`src/rtl/cpu_ctrl_fsm_pkg.sv`:
```
// Shared encodings for the multi-cycle CPU control sequencer: opcodes,
// sequencer states and the datapath mux/ALU select codes.
package cpu_pkg;

  localparam logic [3:0] OP_NOP  = 4'b0000;
  localparam logic [3:0] OP_ST   = 4'b0011;
  localparam logic [3:0] OP_ADD  = 4'b0100;
  localparam logic [3:0] OP_INC  = 4'b0101;
  localparam logic [3:0] OP_NEG  = 4'b0110;
  localparam logic [3:0] OP_SUB  = 4'b0111;
  localparam logic [3:0] OP_J    = 4'b1000;
  localparam logic [3:0] OP_BRZ  = 4'b1001;
  localparam logic [3:0] OP_JM   = 4'b1010;
  localparam logic [3:0] OP_BRN  = 4'b1011;
  localparam logic [3:0] OP_LD   = 4'b1110;
  localparam logic [3:0] OP_SVPC = 4'b1111;

  typedef enum logic [2:0] {
    ST_FETCH  = 3'd0,
    ST_DECODE = 3'd1,
    ST_EXEC   = 3'd2,
    ST_MEM    = 3'd3,
    ST_WB     = 3'd4,
    ST_HALT   = 3'd5
  } state_t;

  localparam logic [2:0] ALU_PASS_A = 3'd0;
  localparam logic [2:0] ALU_ADD    = 3'd1;
  localparam logic [2:0] ALU_SUB    = 3'd2;
  localparam logic [2:0] ALU_NEG    = 3'd3;

  localparam logic [1:0] PC_SRC_INC = 2'd0;
  localparam logic [1:0] PC_SRC_RS  = 2'd1;
  localparam logic [1:0] PC_SRC_MEM = 2'd2;

  localparam logic [1:0] WB_SEL_ALU    = 2'd0;
  localparam logic [1:0] WB_SEL_MEM    = 2'd1;
  localparam logic [1:0] WB_SEL_PC_IMM = 2'd2;

  function automatic logic is_illegal(input logic [3:0] op);
    return (op == 4'b0001) || (op == 4'b0010) || (op == 4'b1100) || (op == 4'b1101);
  endfunction

  // Instructions that produce an ALU result and therefore update Z/N.
  function automatic logic is_alu_instr(input logic [3:0] op);
    return (op == OP_ADD) || (op == OP_INC) || (op == OP_NEG) || (op == OP_SUB);
  endfunction

endpackage

```
`src/rtl/cpu_ctrl_fsm_mem_wait_timer.sv`:
```
// Memory wait-state counter: counts stalled request cycles and flags the
// cycle in which the stall count would reach MAX_WAIT.
module mem_wait_timer #(
  parameter int unsigned MAX_WAIT = 15
) (
  input  logic clk,
  input  logic rst,
  input  logic clear,
  input  logic count_en,
  output logic expired
);

  localparam logic [7:0] MAX_WAIT_C = 8'(MAX_WAIT);

  logic [7:0] count_q;
  logic [7:0] count_d;
  logic [7:0] count_inc;

  assign count_inc = count_q + 8'd1;

  // Looks one edge ahead so the sequencer leaves on the very edge at which
  // the count hits MAX_WAIT; it never depends on clear, avoiding a loop
  // through the sequencer's state-change detection.
  assign expired = count_en && (count_inc == MAX_WAIT_C);

  always_comb begin
    count_d = count_q;
    if (clear) begin
      count_d = '0;
    end else if (count_en) begin
      count_d = count_inc;
    end
  end

  // NOTE: state flops use non-blocking assignments so every flop samples
  // the pre-edge values, independent of statement order.
  always_ff @(posedge clk or posedge rst) begin
    if (rst) begin
      count_q <= '0;
    end else begin
      count_q <= count_d;
    end
  end

endmodule

```
`src/rtl/cpu_ctrl_fsm.sv`:
```
// Multi-cycle control sequencer: steps FETCH/DECODE/EXEC/MEM/WB, drives all
// datapath strobes, holds the architectural Z/N flags and a sticky fault.
module cpu_ctrl_fsm
  import cpu_pkg::*;
#(
  parameter int unsigned MAX_WAIT = 15
) (
  input  logic       clk,
  input  logic       rst,
  input  logic [3:0] opcode,
  input  logic       alu_z,
  input  logic       alu_n,
  input  logic       mem_ack,
  output logic       mem_req,
  output logic       mem_we,
  output logic       mem_addr_sel,
  output logic       ir_we,
  output logic       pc_we,
  output logic [1:0] pc_src,
  output logic       reg_we,
  output logic [1:0] wb_sel,
  output logic [2:0] alu_op,
  output logic       imm_sel,
  output logic       flag_z,
  output logic       flag_n,
  output logic [2:0] state,
  output logic       err
);

  state_t state_q, state_d;
  logic   flag_z_q, flag_z_d;
  logic   flag_n_q, flag_n_d;
  logic   err_q, err_d;

  logic       mem_req_c, mem_we_c, mem_addr_sel_c, ir_we_c, pc_we_c;
  logic       reg_we_c, imm_sel_c;
  logic [1:0] pc_src_c, wb_sel_c;
  logic [2:0] alu_op_c;

  logic wait_expired;
  logic wait_clear;
  logic wait_count_en;

  assign wait_count_en = mem_req_c && !mem_ack;
  assign wait_clear    = mem_ack || (state_d != state_q);

  mem_wait_timer #(
    .MAX_WAIT (MAX_WAIT)
  ) u_mem_wait_timer (
    .clk      (clk),
    .rst      (rst),
    .clear    (wait_clear),
    .count_en (wait_count_en),
    .expired  (wait_expired)
  );

  // NOTE: every combinational output gets a default first, so no path
  // through the case statement can leave one unassigned and infer a latch.
  always_comb begin
    state_d        = state_q;
    flag_z_d       = flag_z_q;
    flag_n_d       = flag_n_q;
    err_d          = err_q;
    mem_req_c      = 1'b0;
    mem_we_c       = 1'b0;
    mem_addr_sel_c = 1'b0;
    ir_we_c        = 1'b0;
    pc_we_c        = 1'b0;
    pc_src_c       = PC_SRC_INC;
    reg_we_c       = 1'b0;
    wb_sel_c       = WB_SEL_ALU;
    alu_op_c       = ALU_PASS_A;
    imm_sel_c      = 1'b0;

    unique case (state_q)
      ST_FETCH: begin
        mem_req_c = 1'b1;
        if (mem_ack) begin
          ir_we_c  = 1'b1;
          pc_we_c  = 1'b1;
          pc_src_c = PC_SRC_INC;
          state_d  = ST_DECODE;
        end else if (wait_expired) begin
          state_d = ST_HALT;
          err_d   = 1'b1;
        end
      end

      ST_DECODE: begin
        if (opcode == OP_NOP) begin
          state_d = ST_FETCH;
        end else if (is_illegal(opcode)) begin
          state_d = ST_HALT;
          err_d   = 1'b1;
        end else begin
          state_d = ST_EXEC;
        end
      end

      ST_EXEC: begin
        state_d = ST_FETCH;
        case (opcode)
          OP_ADD:  alu_op_c = ALU_ADD;
          OP_SUB:  alu_op_c = ALU_SUB;
          OP_NEG:  alu_op_c = ALU_NEG;
          OP_INC: begin
            alu_op_c  = ALU_ADD;
            imm_sel_c = 1'b1;
          end
          OP_SVPC: imm_sel_c = 1'b1;
          OP_J: begin
            pc_we_c  = 1'b1;
            pc_src_c = PC_SRC_RS;
          end
          OP_BRZ: begin
            pc_we_c  = flag_z_q;
            pc_src_c = flag_z_q ? PC_SRC_RS : PC_SRC_INC;
          end
          OP_BRN: begin
            pc_we_c  = flag_n_q;
            pc_src_c = flag_n_q ? PC_SRC_RS : PC_SRC_INC;
          end
          default: ;
        endcase

        if (is_alu_instr(opcode) || opcode == OP_SVPC) begin
          state_d = ST_WB;
        end else if (opcode == OP_LD || opcode == OP_ST || opcode == OP_JM) begin
          state_d = ST_MEM;
        end

        if (is_alu_instr(opcode)) begin
          flag_z_d = alu_z;
          flag_n_d = alu_n;
        end
      end

      ST_MEM: begin
        mem_req_c      = 1'b1;
        mem_addr_sel_c = 1'b1;
        mem_we_c       = (opcode == OP_ST);
        if (mem_ack) begin
          state_d = (opcode == OP_LD) ? ST_WB : ST_FETCH;
          if (opcode == OP_JM) begin
            pc_we_c  = 1'b1;
            pc_src_c = PC_SRC_MEM;
          end
        end else if (wait_expired) begin
          state_d = ST_HALT;
          err_d   = 1'b1;
        end
      end

      ST_WB: begin
        reg_we_c = 1'b1;
        state_d  = ST_FETCH;
        if (opcode == OP_LD) begin
          wb_sel_c = WB_SEL_MEM;
        end else if (opcode == OP_SVPC) begin
          wb_sel_c = WB_SEL_PC_IMM;
        end
      end

      ST_HALT: ;

      default: begin
        state_d = ST_HALT;
        err_d   = 1'b1;
      end
    endcase
  end

  always_ff @(posedge clk or posedge rst) begin
    if (rst) begin
      state_q  <= ST_FETCH;
      flag_z_q <= 1'b0;
      flag_n_q <= 1'b0;
      err_q    <= 1'b0;
    end else begin
      state_q  <= state_d;
      flag_z_q <= flag_z_d;
      flag_n_q <= flag_n_d;
      err_q    <= err_d;
    end
  end

  // Reset squashes the strobes combinationally so an in-flight memory
  // request is dropped in the same cycle reset rises.
  always_comb begin
    mem_req      = mem_req_c      && !rst;
    mem_we       = mem_we_c       && !rst;
    mem_addr_sel = mem_addr_sel_c && !rst;
    ir_we        = ir_we_c        && !rst;
    pc_we        = pc_we_c        && !rst;
    reg_we       = reg_we_c       && !rst;
    imm_sel      = imm_sel_c      && !rst;
    pc_src       = rst ? 2'd0 : pc_src_c;
    wb_sel       = rst ? 2'd0 : wb_sel_c;
    alu_op       = rst ? 3'd0 : alu_op_c;
  end

  assign flag_z = flag_z_q;
  assign flag_n = flag_n_q;
  assign err    = err_q;
  assign state  = state_q;

endmodule

```
`config.mk`:
```
export PLATFORM = sky130hd
export DESIGN_NAME = cpu_ctrl_fsm
export DESIGN_NICKNAME = d
export VERILOG_FILES = /design/src/rtl/cpu_ctrl_fsm_pkg.sv /design/src/rtl/cpu_ctrl_fsm_mem_wait_timer.sv /design/src/rtl/cpu_ctrl_fsm.sv
export SDC_FILE = /design/constraint.sdc
export NUM_CORES = 1
export LEC_CHECK = 0
export CORE_MARGIN = 2
export CORE_UTILIZATION = 43
export CTS_CLUSTER_DIAMETER = 80
export DETAILED_ROUTE_END_ITERATION = 8
export GPL_TIMING_DRIVEN = 0
export PLACE_DENSITY = 0.75
export SETUP_SLACK_MARGIN = 0.05
export SLEW_MARGIN = 15
export SYNTH_ARGS = -nofsm -noshare
export SYNTH_HDL_FRONTEND = slang
export SYNTH_HIERARCHICAL = 1
export SYNTH_SLANG_ARGS = --single-unit
```
`constraint.sdc`:
```
create_clock -name clk -period 2 [get_ports clk]
set_input_delay 0.4 -clock clk [delete_from_list [all_inputs] [get_ports clk]]
set_output_delay 0.4 -clock clk [all_outputs]
set_load 0.005 [all_outputs]
```
==> impl.org, run 1 <==
** Run status
- Run status :: finished, violations left
- The checks that failed: setup timing.

** Die
- For this design the top-level I/O count stands at 29.
- The floorplan step defined a die boundary enclosing between 2000 and 3000 sq um.
- In this run the standard cell core region covers between 2000 and 2500 sq um.
- Starting density of the core :: between 40% and 50%
- DIE HEIGHT :: 54.7 um
- Die W :: about 55 um
- Row generation in the floorplan step produced 18 rows.

** Worst setup path
- RR Startpoint :: state[0]
- The worst register-to-register path has a depth of 10.
- The worst setup path is of the flop to flop kind.
- The worst setup path is launched from a flop.
- Data arrival time of the critical path :: between 2 and 2.5 ns
- In this run the critical register-to-register path is captured at err.
- For flop-to-flop paths, the worst setup slack is -0.20 ns.
- The worst setup path is captured at a flop.
- STA puts the critical path data required time at between 2 and 2.5 ns.
- Max Fanout on Critical Path :: 4

** Timing
- Post-route clock period utilization :: 110%
- Largest clock skew in the final design :: 0.00104 ns
- Hold Vio Cnt, Final :: 0
- The number of max-slew violations in the final report is 0.
- Setup repair after global routing missed its margin :: yes
- Worst Setup Slack, final :: -0.203 ns
- Peak Freq :: roughly 0.45 GHz
- The worst path in the final design needs a cycle of 2.20 ns, including I/O delays and setup.
- Setup violation total in the final timing report :: 19

** Finish
- Registers take 353 sq um.
- Count of fill cells added during filler insertion :: about 150
- From synthesis to final layout, the design area changed by 67.2%.
- Summed area of non-filler cells in the final layout :: around 1800 sq um
- Post-layout nets :: approximately 210
- The number of antenna diodes in the final layout is 0.
- Combined area of the multi-input logic cells :: roughly 860 sq um
- In the final layout, the share of cells above drive strength 1 is 48.2%.

** Clock network
- The longest clock path from root to sink contains 2 buffers.
- For this design, the CTS-stage hold fixing added 0 buffers.
- Clock-pin slew was measured on the worst setup and hold paths at roughly 0.080 ns.
- Clock root buffer :: clkbuf_4
- Clock buffer count from CTS :: 3
- TritonCTS built the clock tree.
- Clock Latency Late Sink :: 0.28 ns
- # H-tree levels :: 1
- CTS sink cnt :: 14

** Power and ir drop
- Int Power :: between 1 and 1.5 mW
- Power spread over the standard cell area amounts to 1050 nW/um^2.
- Leakage dissipation :: just over 0.8 nW
- Sequential cells burn between 20% and 30% of the power.
- The clock network is responsible for just over 8% of the overall power.
- Logic pwr share :: between 70% and 80%
- Switching share of power :: about two fifths
- IR analysis of the VDD net gives a maximum drop of a little under 0.7 mV.
- Total net switching power :: 0.782 mW
- Total power consumption of the routed design :: 1.93 mW

** Routing
- Dividing the detail-routed wire length by the instance count gives 16.8 um.
- Once detail routing completed, the nets flagged for antenna violations numbered 0.
- Dividing the detail-routed via count by the number of cells gives roughly 5.6.
- # DRC :: 0
- DR pass1 iterations :: 4
- Via Count :: approximately 1300
- Detailed Route Iter0 Violations :: 31
- Final wirelength :: between 3000 and 4000 um

** Yosys
- Total number of yosys warnings :: 6
- After synthesis, the cell types taking the most area are dfrtp_1 32%, xor2_1 7.9%, nor2_1 6.1%.
- After synthesis, the mean cell area works out to about 8.3 sq um.
- Synthesis produced a netlist with a net count of 144.
- The top cell type by area accounts for about a third of the synthesized area.
- Largest area contributor in the synthesized netlist :: dfrtp_1
- Number of distinct standard cells referenced by the synthesized netlist :: 44
- After synthesis the netlist holds a flip-flop and latch count of 14.
- For this run, the register share of the synthesized area comes to a little under a third.
- Cell Area, Synth :: about 1100 sq um
- Synthesis produced a netlist whose cell count is around 130.

** Global route
- Global routing finished with a remaining overflow of 0.
- Entering global routing, the biggest net connects 11 pins.
- In the global route stage, overall resource usage came out at between 20% and 30%.
- First-pass GRT wire length :: ~5500 um
- Antenna violations before repair :: 0
- Via count of the first global-routing pass :: around 1200

** Place
- After detailed placement, the total cell area comes to around 1400 sq um.
- Prior to clock tree synthesis, the placed netlist has a worst setup slack of -0.815 ns.
- Weighted congestion at the end of routability-driven global placement :: 0.856
- HPWL after detailed placement :: ~2000 um
- Count of input and output buffers :: 25

** Min path
- Type of the tightest min-delay check :: input port to asynchronous set/reset pin

** Flow run
- Number of maximum-capacitance constraint violations :: 0
-- per-layer routing --
metal  GRT usage (%)  up-vias  wire [um]
met2            46.4       60       2000
li1                -      592          -
met1            27.0      600       1480
met5               0        -          0
met3            4.92       12        195
met4            17.5        0        103
-- registers in the layout (all words and copies together), names as in the netlist --
signal / cells
flag_n: 1
state: 3
err: 1
u_mem_wait_timer/count_q: 8
flag_z: 1
-- power groups by stage --
stage                     Combinational [mW]  Clock [mW]  Sequential (mW)
final                                   1.35       0.160            0.417
after global routing                    1.43       0.179            0.424
after CTS                               1.06       0.160            0.408
after detailed placement               0.635           0            0.433
after global placement                 0.623           0            0.427
after floorplan                        0.386           0            0.414
-- critical path, cell delays in order (launching register included) --
cell and delay, ns:
dfrtp_2 0.45, buf_6 0.14, xor2_4 0.18, nor3_4 0.24
buf_4 0.15, nand4_1 0.12, nor4_4 0.27, inv_2 0.09
nor3_2 0.19, a21oi_1 0.06, o31ai_1 0.23
-- synthesized netlist by cell type (all sizes together) --
cell type and count:
o21ai 2, a31oi 1, nor4bb 1, mux2 2
mux2i 1, nand2 8, nor2b 2, buf 4
o21bai 1, nand3b 2, dfrtp 14, inv 7
a211oi 4, or2 1, nand3 3, xnor2 4
nand2b 2, xor2 10, nand4bb 1, and4 3
o32ai 1, a221oi 1, o2111ai 1, nor4b 1
nand4b 1, clkbuf 5, or3b 1, conb 1
nor4 1, ha 2, o31ai 1, o21a 1
nor3b 2, a21oi 7, nand4 4, and3 6
nor3 5, nor2 18, o211ai 1
-- area by class of cell --
cell class / instances / area share (%)
inverter: 7 / 1.56
tap: 30 / 2.03
sequential: 14 / 19.1
timing repair buffer: 59 / 25.1
buffer: 9 / 4.27
multi-input combinational: 103 / 46.7
clock buffer: 3 / 1.22
-- worst max-delay path by stage --
stage | startpoint | end
after CTS | state[0] | pc_we
after global routing | state[0] | err
after floorplan | state[1] | err
after global placement | opcode[0] | pc_we
after detailed placement | opcode[0] | pc_we
final | state[0] | err
-- kinds of logic after synthesis --
kind of cell,synth area share (%)
adders and majority gates,2.27
xor gates and xnor gates,11.1
buffers and inverters,6.69
muxes,2.95
DFF,31.7
AOI/OAI and AO/OA,13.0
other,0.340
and+or+nand+nor,31.9
-- cells in the final DEF (no fill, tap or decap), types with 3 or more instances in the layout --
| cell type | netlist | routed |
|---|---|---|
| buf_6 | 1 | 9 |
| a21oi_1 | 7 | 6 |
| buf_4 | 1 | 29 |
| a211oi_2 | 0 | 3 |
| nand4_1 | 3 | 3 |
| nor2_4 | 0 | 8 |
| clkdlybuf4s50_1 | 0 | 7 |
| dlygate4sd2_1 | 0 | 4 |
| clkbuf_4 | 0 | 5 |
| nand3_1 | 3 | 3 |
| inv_1 | 7 | 4 |
| buf_2 | 2 | 9 |
| nor2_1 | 18 | 9 |
| xnor2_1 | 4 | 4 |
| clkbuf_2 | 0 | 4 |
| dfrtp_1 | 14 | 12 |
| and3_1 | 5 | 4 |
| nand2_1 | 8 | 8 |
| xor2_1 | 10 | 8 |
-- timing repair --
| item | 4_1_cts | 5_1_grt |
|---|---|---|
| endpoints found under the setup margin | 25 | 24 |
| gates cloned | 0 | 0 |
| buffers inserted | 27 | 8 |
| hold endpoints to repair | 0 | 0 |
| pin swaps | 14 | 16 |
| resized for setup | 76 | 35 |
-- per-stage QoR --
stage	cells	utilization [%]	TNS (ns)	hold slack, ns
finish	225	75.2	-2.18	0.375
CTS	218	69.7	-1.11	0.350
detailed placement	188	57.0	-13.77	0.475
global route	225	75.2	-3.40	0.391
floorplan	133	-	0	0.216
global placement	188	57.0	-12.94	0.464
(Power assumes the default switching activity.)
==> run 2: changes to the inputs <==
--- a/config.mk
+++ b/config.mk
@@ -5,6 +5,7 @@
 export SDC_FILE = /design/constraint.sdc
 export NUM_CORES = 1
 export LEC_CHECK = 0
+export CAP_MARGIN = 0
 export CORE_MARGIN = 2
 export CORE_UTILIZATION = 43
 export CTS_CLUSTER_DIAMETER = 80
==> results of run 2 <==
No change in the layout: final DEF, timing and power equal those of run 1.
==> run 3: changes to the inputs <==
--- a/config.mk
+++ b/config.mk
@@ -5,6 +5,7 @@
 export SDC_FILE = /design/constraint.sdc
 export NUM_CORES = 1
 export LEC_CHECK = 0
+export ABC_CLOCK_PERIOD_IN_PS = 2000
 export CAP_MARGIN = 0
 export CORE_MARGIN = 2
 export CORE_UTILIZATION = 43
==> results of run 3 <==
No change in the layout: final DEF, timing and power equal those of run 1.
